<file path="config.mk">
export PLATFORM = sky130hd
export DESIGN_NAME = cmp_seq_ctrl
export DESIGN_NICKNAME = d
export VERILOG_FILES = /design/src/rtl/cmp_pkg.sv /design/src/rtl/cmp4.sv /design/src/rtl/cmp_seq_ctrl.sv
export SDC_FILE = /design/constraint.sdc
export NUM_CORES = 1
export LEC_CHECK = 0
export CORE_UTILIZATION = 50
export DETAILED_ROUTE_END_ITERATION = 10
export GPL_ROUTABILITY_DRIVEN = 0
export PLACE_DENSITY = 0.78
export SETUP_SLACK_MARGIN = 0.3
export SLEW_MARGIN = 0
export SYNTH_ARGS = -nofsm -noshare
export SYNTH_HDL_FRONTEND = slang
export SYNTH_SLANG_ARGS = --single-unit
</file>
<file path="constraint.sdc">
create_clock -name clk -period 2.8 [get_ports clk]
set_input_delay 0.56 -clock clk [delete_from_list [all_inputs] [get_ports clk]]
set_output_delay 0.56 -clock clk [all_outputs]
set_load 0.03 [all_outputs]
</file>
<file path="src/rtl/cmp_pkg.sv">
// rtl/cmp_pkg.sv - shared types and constants for the sequential comparator
package cmp_pkg;

  typedef enum logic [1:0] {IDLE, CMP, DONE} cmp_state_t;

  localparam NIBBLE_W = 4;

endpackage

</file>
<file path="src/rtl/cmp4.sv">
// rtl/cmp4.sv - combinational 4-bit unsigned magnitude comparator
//
// Ports:
//   a, b     : 4-bit unsigned operands
//   Greater  : a > b
//   Less     : a < b
//   (equality is implied when neither output is set)
module cmp4 (
  input  logic [3:0] a,
  input  logic [3:0] b,
  output logic       Greater,
  output logic       Less
);

  assign Greater = (a > b);
  assign Less    = (a < b);

endmodule

</file>
<file path="src/rtl/cmp_seq_ctrl.sv">
// rtl/cmp_seq_ctrl.sv - multi-cycle wide comparator built on one shared cmp4
//
// Ports:
//   clk, reset        : clock, synchronous active-high reset
//   start, ready      : request handshake; start is taken only while ready=1
//   a, b              : WIDTH-bit unsigned operands, captured on accepted start
//   done              : one-cycle pulse when results update
//   Greater/Less/Equal: result flags, held until the next compare completes
//   steps             : nibbles examined for the last result (1..NIB)
module cmp_seq_ctrl
  import cmp_pkg::*;
#(
  parameter int WIDTH = 16,        // multiple of 4, at least 4
  parameter int NIB   = WIDTH / 4
) (
  input  logic                       clk,
  input  logic                       reset,
  input  logic                       start,
  input  logic [WIDTH-1:0]           a,
  input  logic [WIDTH-1:0]           b,
  output logic                       ready,
  output logic                       done,
  output logic                       Greater,
  output logic                       Less,
  output logic                       Equal,
  output logic [$clog2(NIB+1)-1:0]   steps
);

  localparam int SW = $clog2(NIB + 1);
  // A single-nibble build still needs a 1-bit index register.
  localparam int IW = (NIB > 1) ? $clog2(NIB) : 1;

  cmp_state_t       state;
  logic [WIDTH-1:0] a_q;
  logic [WIDTH-1:0] b_q;
  logic [IW-1:0]    idx;
  logic [SW-1:0]    cnt;

  logic [WIDTH-1:0]    a_sh;
  logic [WIDTH-1:0]    b_sh;
  logic [NIBBLE_W-1:0] a_nib;
  logic [NIBBLE_W-1:0] b_nib;
  logic                nib_gt;
  logic                nib_lt;
  logic [SW-1:0]       cnt_next;

  // Nibble select on the latched operands: shift the chosen nibble to the
  // bottom so the index never has to match the vector's select width.
  assign a_sh  = a_q >> {idx, 2'b00};
  assign b_sh  = b_q >> {idx, 2'b00};
  assign a_nib = a_sh[NIBBLE_W-1:0];
  assign b_nib = b_sh[NIBBLE_W-1:0];

  cmp4 u_cmp4 (
    .a       (a_nib),
    .b       (b_nib),
    .Greater (nib_gt),
    .Less    (nib_lt)
  );

  // cnt counts completed CMP cycles; the current cycle is one more.
  assign cnt_next = cnt + SW'(1);

  always_ff @(posedge clk) begin
    if (reset) begin
      state   <= IDLE;
      ready   <= 1'b1;
      done    <= 1'b0;
      Greater <= 1'b0;
      Less    <= 1'b0;
      Equal   <= 1'b0;
      steps   <= '0;
      a_q     <= '0;
      b_q     <= '0;
      idx     <= '0;
      cnt     <= '0;
    end else begin
      case (state)
        IDLE: begin
          if (start) begin
            a_q   <= a;
            b_q   <= b;
            idx   <= IW'(NIB - 1);
            cnt   <= '0;
            ready <= 1'b0;
            state <= CMP;
          end
        end

        CMP: begin
          cnt <= cnt_next;
          if (nib_gt || nib_lt) begin
            Greater <= nib_gt;
            Less    <= nib_lt;
            Equal   <= 1'b0;
            steps   <= cnt_next;
            done    <= 1'b1;
            state   <= DONE;
          end else if (idx == '0) begin
            Greater <= 1'b0;
            Less    <= 1'b0;
            Equal   <= 1'b1;
            steps   <= cnt_next;
            done    <= 1'b1;
            state   <= DONE;
          end else begin
            idx <= idx - IW'(1);
          end
        end

        DONE: begin
          // Results stay registered; only the pulse and handshake change.
          done  <= 1'b0;
          ready <= 1'b1;
          state <= IDLE;
        end

        default: begin
          done  <= 1'b0;
          ready <= 1'b1;
          state <= IDLE;
        end
      endcase
    end
  end

endmodule

</file>
# After elaboration in Yosys (flattened, before gate mapping)
# Cells that the tools add are included.
dict set report totals {
  in_bits 35
  word_cells 57
  out_inout_bits 8
  register_bits 47
}
dict set report classes {
  bitwise_logic 2
  n_eq_ne 5
  n_shift 2
  n_lt_le_gt_ge 2
  n_mux 21
  n_addsub 2
  reduce_logical 12
}
# cell n
set ops {}
lappend ops {{$shr 16x4->4} 2}
lappend ops {{$mux 2} 6}
lappend ops {{$reduce_and 2->1} 6}
lappend ops {{$mux 3} 3}
lappend ops {{$pmux 2 s2} 2}
lappend ops {{$mux 1} 7}
lappend ops {{$ne 2x2->1 const B} 3}
lappend ops {{$pmux 3 s2} 1}
lappend ops {{$gt 4x4->1} 1}
lappend ops {{$logic_not 2->1} 2}
lappend ops {{$lt 4x4->1} 1}
lappend ops {{$pmux 1 s2} 2}
lappend ops {{$reduce_and 4->1} 1}
lappend ops {{$reduce_bool 2->1} 2}
lappend ops {{$add 3x1->3 const B} 1}
lappend ops {{$ne 3x3->1 const B} 1}
lappend ops {{$eq 2x1->1 const B} 1}
lappend ops {{$not 1->1} 2}
lappend ops {{$sub 2x1->2 const B} 1}
lappend ops {{$logic_or 1x1->1} 1}

# Longest topological paths before layout
# Gate-level depths: netlist of the first run.
dict set report depth {
  depth_word 5
  mapped_depth 8
  mapped_depth_nobuf 7
}

# Hierarchy
# From an unflattened synthesis of the first run, not the netlist that was laid out.
dict set report unflattened {
  cells_unflattened 233
  area_unflattened_um2 2049.5
}
# module area_each_um2 n_inst cells_per_inst seq_area_each_um2
set modules_own_cells {}
lappend modules_own_cells {cmp_seq_ctrl 1935.6 1 218 940.9}
lappend modules_own_cells {cmp4 113.9 1 15 0.0}

# Worst setup path after synthesis of the first run
# OpenSTA, ideal clock, no wires.
dict set report synth_timing {
  path_type {register to register}
  start {register idx[0]}
  end {register idx[0]}
  stages_incl_launch_ff 8
  slack_ps 420
  setup_ps 91
  n_path_buf 1
  t_required_ps 2709
  arrival_ps 2289
  synth_period_minus_slack_ps 2380
  cell_sequence {dfxtp_1 > buf_2 > mux4_2 > ha_1 > a21oi_2 > a311oi_4 > a211oi_1 > a311oi_1}
}
dict set report synth_between {
  elab_chain_len 5
  word_cells_on_any_way 13
  cone_classes {add/sub (1); order compare (2); eq/ne (2); shift (2); mux (3); reduce/logical (3)}
}
# element line
set synth_rtl {}
lappend synth_rtl {{start, declared} cmp_seq_ctrl.sv:36} ;# logic [IW-1:0] idx;
lappend synth_rtl {{start signal, assigned} cmp_seq_ctrl.sv:83} ;# idx <= IW'(NIB - 1);
lappend synth_rtl {{start signal, assigned} cmp_seq_ctrl.sv:107} ;# idx <= idx - IW'(1);
lappend synth_rtl {{$shr 16x4->4, on equally long branches} {cmp_seq_ctrl.sv:49, cmp_seq_ctrl.sv:50}}
lappend synth_rtl {{$gt 4x4->1 or $lt 4x4->1 (tied branches)} {cmp4.sv:15, cmp4.sv:16}}
lappend synth_rtl {{$logic_or 1x1->1} cmp_seq_ctrl.sv:92} ;# if (nib_gt || nib_lt) begin
lappend synth_rtl {{$ne 2x2->1 (no source line)} --}
lappend synth_rtl {{$reduce_and 4->1 (no source line)} --}
# Several ways; a longest one is shown, not always the timed one. The select of a mux whose other input is x is not followed.
# A chain may end at the register's enable or synchronous reset.

# Final worst setup path of the first run
dict set report layout_timing {
  start {register idx[0]}
  end {register steps[0]}
}
dict set report layout_between {
  elab_chain_len 5
  word_cells_on_any_way 9
  cone_classes {order compare (2); shift (2); mux (1); reduce/logical (4)}
}
# element line
set layout_rtl {}
lappend layout_rtl {{$shr 16x4->4, on equally long branches} {cmp_seq_ctrl.sv:49, cmp_seq_ctrl.sv:50}}
lappend layout_rtl {{$gt 4x4->1 or $lt 4x4->1 (tied branches)} {cmp4.sv:15, cmp4.sv:16}}
lappend layout_rtl {{$logic_or 1x1->1} cmp_seq_ctrl.sv:92}
lappend layout_rtl {{$reduce_bool 2->1 (no source line)} --}
lappend layout_rtl {{$reduce_and 2->1 (no source line)} --}
lappend layout_rtl {{end signal, assigned} cmp_seq_ctrl.sv:96} ;# steps <= cnt_next;
lappend layout_rtl {{end signal, assigned} cmp_seq_ctrl.sv:103} ;# steps <= cnt_next;
lappend layout_rtl {{end, declared} cmp_seq_ctrl.sv:26} ;# output logic [$clog2(NIB+1)-1:0] steps
# Several ways; a longest one is shown, not always the timed one.

==> results.yml, run 1 <==
cts:
  cts_tree: "built"
  clk_latency_ps: 290
  cts_max_path_buffers: 2
  cts_inserted_buffers: 5
  clk_pin_slew_worst_paths_ps: 80
  cts.sinks: 47
  htree_levels: 2
  root_buffer: "clkbuf_8"
final_layout:
  area_growth_pct: 27.9
  n_fill_cell: 316
  n_antenna_cell: 0
  finish.net_count: 317
  drive_above_1_share_pct: 10.5
  layout.cells.non_filler: 324
  utilization_pct: 69.0
power:
  ir_worst_vdd_v: 0.000352
  pwr_density_cell_nw_per_um2: 618
  p_leak_nw: 0.987
grt:
  grt_pass1_wl_um: 7400
  grt_max_degree: 50
  grt_pass1_vias: 1645
  grt_usage_pct: 22.4
  antenna_found_initial: 0
  overflow: 0
drt:
  wirelength_um: 4020
  dr.pass1.iters: 4
  first_iter_violations: 125
  drtAntennaViolNets: 0
  drt-wirelength-per-cell_um: 12.4
  drc: 0
  vias: 1698
  viasPerCell: 5.24
sta:
  finalSetupTns_ps: 0
  max_freq_mhz: 417
  rsz0062_at_grt: "yes"
  fin_skew_ps: 5.80
  tightest_slew_ps: 586
  finalSetupViolations: 0
  fin_crit_ps: 2400
  slew_headroom_pct: 60.9
  hold_viol: 0
  drv_slew: 0
  period_share_pct: 85.6
synth:
  synth_cells: 235
  yosysTopAreaCellShare_pct: 45.9
  netlist_area_um2: 2050
  syn_nets: 276
  synth.largest_area_cell: "dfxtp_1"
  ys_seq_area_share_pct: 45.9
  yosys.cell_types.count: 30
  synth_warnings: 0
  ys_seq_elements: 47
  synth.avg_cell_area_um2: 8.72
  synth_area_leaders: "dfxtp_1, nand2_1, a21oi_1, mux4_2, ha_1"
critical_path:
  cp_max_fo: 7
  rr_startpoint: "idx[0]"
  critPathMaxStageDelay_ps: 490
  cp-end-kind: "flop"
  slowest_stage: "mux4_2"
  crit_family: "compound AO/OA/AOI/OAI gates"
  critPathKind: "reg2reg"
  cpMostUsedCell: "buf_4"
  arrival_ps: 2570
  path_cells: "buf_4, mux4_2, inv_1, ha_1, a21oi_4, a311oi_4, buf_6, buf_4, o21ai_0, o31ai_1"
  cp-start-kind: "flop"
  ff2ff_setup_slack_ps: 400
  timing.rr.end: "steps[0]"
  crit_required_ps: 2970
  critPathBufInv: 4
  reg2reg_depth: 10
worst_hold_path:
  min_path_type: "reg2reg"
  worstHoldPathCells: 2
  min_from: "b_q[12]"
  min_to: "b_q[12]"
placement:
  port_buffers: 42
  dpl.hpwl_um: 2830
  post-place-cells: 315
die:
  start_util_pct: 53.9
  die_x_um: 66.0
  ios: 43
  die_h_um: 66.0
  rows: 22
  core-area_um2: 3800
  design.die.area_um2: 4360
run:
  drv_cap: 0
run_status:
  outcome: "finished clean"
## cells in the mapped netlist
library cell,instances
a211oi_1,4
a21oi_1,38
a21oi_2,1
a22oi_1,2
a311oi_1,2
a311oi_4,1
a31o_2,1
and2_1,1
buf_1,3
buf_2,7
clkbuf_1,5
dfxtp_1,47
ha_1,6
inv_1,9
mux2_2,1
mux2i_1,1
mux4_2,8
nand2_1,68
nand2b_1,5
nand4_2,1
nor2_1,8
nor2b_1,3
nor3_1,2
o21ai_0,4
o21ai_1,1
o21bai_1,2
o2bb2ai_1,1
o31ai_1,1
or3_1,1
xor2_1,1
## state kept, by name (all words and copies together) (netlist names)
name	count
a_q	16
b_q	16
cnt	3
steps	3
idx	2
state	2
Equal	1
Greater	1
Less	1
done	1
ready	1
## how the worst max path moves through the flow
stage | end | depth (start not counted) | startpoint
6_report | steps[0] | 10 | idx[0]
5_1_grt | idx[1] | 9 | idx[0]
4_1_cts | idx[0] | 8 | idx[0]
3_5_place_dp | idx[1] | 7 | idx[0]
3_3_place_gp | idx[0] | 7 | idx[0]
2_1_floorplan | idx[0] | 7 | idx[0]
## tightest hold or removal path: stages (launching register included)
cell	delay, ps
dfxtp_1	310
nand2_1	50
a21oi_1	50
## stage by stage
stage	instance area (µm²)	total power [mW]	setup slack [ps]	hold WS (ps)
2_1_floorplan	2050	1.07	420	433
3_3_place_gp	2500	1.20	286	442
3_5_place_dp	2500	1.21	229	447
4_1_cts	2610	1.61	339	458
5_1_grt	2620	1.72	269	474
6_report	2620	1.62	403	456
## cell type report
cell class / count / area [µm²] / share of cell area, %
timing repair buffer: 49 / 477 / 18.2
inverter: 9 / 33.8 / 1.29
tap: 48 / 60.1 / 2.29
sequential: 47 / 946 / 36.1
multi-input combinational: 164 / 1020 / 38.8
clock inverter: 1 / 5.00 / 0.191
clock buffer: 6 / 82.6 / 3.15
## repair_timing
action	in CTS	in global routing
endpoints found under the setup margin	3	8
cloned	0	0
pin swaps	1	2
gates resized for setup	1	4
buffers inserted	2	0
hold buffers	0	0
endpoints found under the hold margin	0	0
## cell families (layout without fill, tap and decap cells)
kind of cell,count (synthesis),in the layout,synth area share [%]
AO/OA/AOI/OAI,58,58,17.2
flip-flops,47,47,45.9
adder cells (fa/ha/maj),6,6,3.67
XOR/XNOR,1,1,0.428
buffers and inverters,24,65,4.83
AND/OR/NAND/NOR,89,89,18.1
multiplexers,10,10,9.83
## layout by cell type (no fill, tap or decap), drive strengths merged
cell,n
nand2,68
dfxtp,47
clkdlybuf4s50,42
a21oi,39
inv,9
mux4,8
nor2,8
buf,7
ha,6
clkbuf,6
nand2b,5
o21ai,5
a211oi,4
nor2b,3
a311oi,3
nor3,2
o21bai,2
a22oi,2
and2,1
nand4,1
a31o,1
xor2,1
mux2,1
o31ai,1
mux2i,1
o2bb2ai,1
or3,1
clkinv,1
## power breakdown
group | switching (mW) | internal, mW
logic | 0.223 | 0.214
registers | 0.0456 | 0.730
clock network | 0.211 | 0.194
total | 0.480 | 1.14
## routing by layer
layer | GRT usage, % | vias up | part of all wire (%)
li1 | - | 881 | -
met1 | 27.8 | 782 | 48
met2 | 37.8 | 30 | 48
met3 | 6.21 | 5 | 2.7
met4 | 6.38 | 0 | 1.1
met5 | 0 | - | 0
Power figures use the tool's default switching activity.
==> run 2: changes to the inputs <==
--- a/config.mk
+++ b/config.mk
@@ -7,6 +7,9 @@
 export LEC_CHECK = 0
-export CORE_UTILIZATION = 50
+export ABC_AREA = 1
+export CELL_PAD_IN_SITES_DETAIL_PLACEMENT = 1
+export CELL_PAD_IN_SITES_GLOBAL_PLACEMENT = 2
+export CORE_UTILIZATION = 28
 export DETAILED_ROUTE_END_ITERATION = 10
 export GPL_ROUTABILITY_DRIVEN = 0
-export PLACE_DENSITY = 0.78
+export PLACE_DENSITY_LB_ADDON = 0.1
 export SETUP_SLACK_MARGIN = 0.3
--- a/constraint.sdc
+++ b/constraint.sdc
@@ -3,2 +3,2 @@
 set_output_delay 0.56 -clock clk [all_outputs]
-set_load 0.03 [all_outputs]
+set_load 0.01 [all_outputs]
==> run 2 against run 1 <==
Net effect:
- hold slack better by 10 ps
- synthesized cell count grew 18%
- cell count rose by 28%
- power increased by 8.6%
- die area grew 81%
- sequential share of layout area shrank 0.73 points
==> results.yml, run 2 <==
run_status:
  outcome: "finished clean"
drt:
  dr.pass1.iters: 4
  drc: 0
  routedLengthMet1_um: 2700
  drtAntennaViolNets: 0
  first_iter_violations: 68
  viasPerCell: 4.53
  top_layer: "met4"
  routed-wl-met3_um: 171
  drt-wirelength-per-cell_um: 12.9
  wirelength_um: 5330
  met2WireLength_um: 2440
  vias: 1876
cts:
  cts_setup_buffers: 0
  cts_inserted_buffers: 5
  cts_tree: "built"
  cts_hold_buffers: 0
  cts.repair.resized: 0
  htree_levels: 2
  clk_pin_slew_worst_paths_ps: 90
  cts_max_path_buffers: 2
  root_buffer: "clkbuf_8"
  cts.sinks: 47
  clk_latency_ps: 300
critical_path:
  arrival_ps: 2430
  critPathKind: "reg2reg"
  cpMostUsedCell: "nand2_2"
  critPathBufInv: 1
  cp-end-kind: "flop"
  path_cells: "buf_4, nand2_1, a32o_1, ha_1, a21oi_1, nand2_2, nand2_2, nand2_2, nand2_2, nand2_1, nand2_1, nor2_1"
  critPathMaxStageDelay_ps: 500
  crit_family: "simple AND/OR/NAND/NOR gates"
  cp-start-kind: "flop"
  cp_max_fo: 10
  slowest_stage: "dfxtp_1"
  crit_required_ps: 3000
power:
  pwr_density_cell_nw_per_um2: 660
  switching_share_pct: 34.6
  p_int_mw: 1.15
  p_comb_share_pct: 32.6
  ir_worst_vdd_v: 0.000216
  power_mw: 1.76
  p_seq_share_pct: 45.7
  clkPwrFrac_pct: 21.7
  p_leak_nw: 1.04
  switchingPower_mw: 0.607
synth:
  synth_most_common_cell: "nor2_1"
  netlist_top_cells_count: "nor2_1, dfxtp_1, o21ai_0"
  synth_area_leaders: "dfxtp_1, nor2_1, o21ai_0, nand2_1, ha_1"
  synth_warnings: 0
  synth.avg_cell_area_um2: 7.57
  yosysTopAreaCellShare_pct: 44.7
  yosys.cell_types.count: 26
  synth_cells: 278
  synth_edf_count: 0
  syn_nets: 319
  ys_seq_area_share_pct: 44.7
  synthArstFlopShare_pct: 0
  synth.largest_area_cell: "dfxtp_1"
  ys_seq_elements: 47
  netlist_area_um2: 2100
  ys.flop_type: "dfxtp_1"
sta:
  finalSetupTns_ps: 0
  finalSetupViolations: 0
  drv_slew: 0
  setup_slack_ps: 572
  rsz0062_at_grt: "no"
  tightest_slew_ps: 577
  hold_viol: 0
  slew_headroom_pct: 61.5
  max_freq_mhz: 449
  fin_skew_ps: 9.35
  fin_crit_ps: 2230
  period_share_pct: 79.6
grt:
  grt_max_degree: 34
  grt_pass1_vias: 1900
  overflow: 0
  grt_pass1_wl_um: 8940
  antenna_found_initial: 0
  grt_usage_pct: 14.9
placement:
  dpl-instance-area_um2: 2590
  port_buffers: 42
  pre_cts_ws_ps: 579
  dpl.hpwl_um: 3950
die:
  design.die.area_um2: 7870
  die_h_um: 88.7
  die_x_um: 88.7
  rows: 31
  start_util_pct: 29.0
  core-area_um2: 7250
  ios: 43
final_layout:
  drive_above_1_share_pct: 10.2
  final_common_cell: "nor2_1"
  finish.net_count: 357
  layout_common_cells: "nor2_1, dfxtp_1, clkdlybuf4s50_1"
  area_growth_pct: 26.4
  n_antenna_cell: 0
  reg_top3: "a_q (16), b_q (16)"
  design_area_um2: 2660
worst_hold_path:
  min_path_type: "reg2reg"
run:
  drv_cap: 0
==> run 2: changes by cell type after synthesis, moves of 5 or more <==
cell and delta:
o21ai_0 +34, nand2_2 +7, nand2b_1 -5, nor2_1 +73, nand2_1 -37, a21oi_1 -25, mux4_2 -8
==> run 2: layout make-up <==
cell class / instances / area, µm²
sequential: 47 / 941
tap: 99 / 124
multi-input combinational: 205 / 1030
fill: 907 / 4590
clock buffer: 6 / 72.6
inverter: 11 / 42.5
timing repair buffer: 46 / 450
==> run 2: layer usage <==
layer,up-vias,track usage [%]
met5,-,0
met4,0,3.08
met3,2,3.26
met2,26,24.8
met1,867,19.9
li1,981,-
==> run 2: cell families after synthesis <==
kind of cell | after synthesis | synth area share, %
AOI/OAI and AO/OA | 68 | 18.6
xor gates and xnor gates | 1 | 0.416
adders and majority gates | 6 | 3.57
buffers and inverters | 26 | 6.36
DFF | 47 | 44.7
and+or+nand+nor | 130 | 26.3
==> run 2: power groups by stage <==
stage / Sequential (mW) / Combinational [mW] / Clock, mW
after global placement: 0.819 / 0.570 / 0
after global routing: 0.815 / 0.654 / 0.429
after floorplan: 0.801 / 0.425 / 0
final: 0.803 / 0.572 / 0.381
after CTS: 0.804 / 0.586 / 0.397
after detailed placement: 0.820 / 0.583 / 0
==> run 2: worst min-delay path, stage by stage (launching register included) <==
cell	delay, ps
dfxtp_1	310
nand2_1	60
a21oi_1	50
==> run 2: through the flow <==
stage                     hold WS, ps  instances  utilization (%)
after floorplan                   443        278                -
after global placement            455        408             35.7
after detailed placement          457        408             35.7
after CTS                         473        414             36.7
after global routing              493        414             36.7
final                             467        414             36.7
==> run 2: final timing paths <==
kind / from / end / slack, ps / cells after the start
setup / recovery: idx[0] / idx[0] / 570 / 12
hold reg to reg: done / done / 470 / 2
setup reg to reg: idx[0] / idx[0] / 570 / 12
hold / removal: done / done / 470 / 2
==> run 3: changes to the inputs <==
CORE_UTILIZATION = 26   (was 28)
clock period = 1.9 ns   (was 2.8 ns; I/O delays follow)
==> run 3 against run 2 <==
Net effect:
- the run now ends with setup timing left
- sequential power rose by 48%
- count of clock-buffer cells in the layout did not move
- clock skew fell by 2.7 ps
- power rose by 83%
- combinational power rose by 120%
- register-to-register slack got worse by 590 ps
- critical path type unchanged
- critical endpoint is now state[0]
- largest power group is now combinational logic
==> results.yml, run 3 (same netlist as run 2, synthesis figures left out) <==
grt:
  grt_pass1_wl_um: 9710
  grt_max_degree: 29
  overflow: 0
  antenna_found_initial: 0
  grt_usage_pct: 14.7
  grt_pass1_vias: 2002
critical_path:
  ff2ff_setup_slack_ps: -20
  crit_required_ps: 2140
  timing.rr.end: "state[0]"
  cp-start-kind: "flop"
  critPathKind: "reg2reg"
  reg2reg_depth: 14
  arrival_ps: 2160
  cp_max_fo: 6
  rr_startpoint: "idx[0]"
  cp-end-kind: "flop"
cts:
  cts_hold_buffers: 0
  root_buffer: "clkbuf_8"
  htree_levels: 2
  clk_latency_ps: 300
  cts.sinks: 47
  clk_pin_slew_worst_paths_ps: 90
  cts_max_path_buffers: 2
  cts_inserted_buffers: 5
  cts_tree: "built"
final_layout:
  finish.net_count: 372
  final_common_cell: "nor2_1"
  layout_common_cells: "nor2_1, dfxtp_1, clkdlybuf4s50_1"
  n_fill_cell: 963
  n_antenna_cell: 0
  drive_above_1_share_pct: 23.5
  utilization_pct: 39.1
  reg_top3: "a_q (16), b_q (16)"
  area_growth_pct: 44.4
die:
  ios: 43
  rows: 32
  die_x_um: 92.0
  design.die.area_um2: 8460
  start_util_pct: 27.1
  die_h_um: 92.0
  core-area_um2: 7770
sta:
  finalSetupViolations: 5
  period_share_pct: 101
  fin_skew_ps: 6.68
  drv_slew: 0
  setup_slack_ps: -18.6
  slew_headroom_pct: 76.7
  whs_ps: 466
  max_freq_mhz: 521
  fin_crit_ps: 1920
  rsz0062_at_grt: "yes"
  hold_viol: 0
  tightest_slew_ps: 349
power:
  pwr_density_cell_nw_per_um2: 1060
  ir_worst_vdd_v: 0.000318
  p_leak_nw: 1.26
run_status:
  outcome: "finished, violations left"
  failed_checks: "setup timing"
worst_hold_path:
  min_to: "steps[1]"
  min_path_type: "reg2reg"
  worstHoldPathCells: 2
  min_from: "steps[1]"
drt:
  dr.pass1.iters: 4
  first_iter_violations: 38
  vias: 1945
  drc: 0
  viasPerCell: 4.48
  drtAntennaViolNets: 0
  drt-wirelength-per-cell_um: 13.5
  wirelength_um: 5860
placement:
  port_buffers: 42
  dpl.hpwl_um: 4140
run:
  drv_cap: 0
[run 3: metal layers]
metal	vias up	GRT usage (%)	part of all wire, %
li1	1019	-	-
met1	898	19.3	49
met2	26	24.6	47
met3	2	2.74	3.0
met4	0	3.91	0.60
met5	-	0	0
[run 3: final cells by class]
cell class | count | area [µm²] | share of cell area (%)
inverters | 11 | 58.8 | 1.94
clock inverters | 2 | 35.0 | 1.15
flip-flops and latches | 47 | 946 | 31.1
well taps | 102 | 128 | 4.20
repair inverters | 2 | 20.0 | 0.659
clock buffers | 6 | 82.6 | 2.72
repair buffers | 59 | 598 | 19.7
multi-input cells | 205 | 1170 | 38.5
[run 3: where the power goes]
| group | switching, mW | leakage, nW | total (mW) | internal (mW) |
|---|---|---|---|---|
| registers | 0.0840 | 0.389 | 1.19 | 1.10 |
| logic | 0.667 | 0.809 | 1.25 | 0.584 |
| clock network | 0.348 | 0.0612 | 0.774 | 0.426 |
[run 3: how the worst max path moves through the flow]
stage | startpoint | cells past startpoint | end
floorplan | idx[1] | 14 | idx[0]
global placement | idx[0] | 9 | steps[1]
detailed placement | idx[0] | 11 | idx[0]
CTS | idx[0] | 13 | steps[2]
global route | idx[0] | 15 | idx[0]
finish | idx[0] | 14 | state[0]
[run 3: per-stage QoR]
stage               area, µm²  total power, mW  setup WS (ps)  setup TNS (ps)  cells
floorplan                2150             1.86            103               0    278
global placement         2680             2.15          -85.2            -522    418
detailed placement       2680             2.17           -124            -877    418
CTS                      2960             3.18          -8.06           -14.9    431
global route             3040             3.44           -127            -976    434
finish                   3040             3.21          -18.6           -50.4    434
[run 3: worst max-delay path, cell delays in order (launching register included)]
cell     delay (ps)
dfxtp_4         370
buf_12          150
inv_12           60
nand2_4          30
a32o_2          250
ha_4            280
nand2_2          60
nand2_2          80
nand2_4          60
nand2_4          70
nand2_2          80
nand2_2          80
nand2_2          80
buf_6           120
nor2_1           80
[run 3: timing repair]
action                                  4_1_cts  5_1_grt
endpoints found under the setup margin       11       13
gates resized for setup                      27       19
pin swaps                                     6        7
cloned                                        2        0
setup buffers                                 3        3
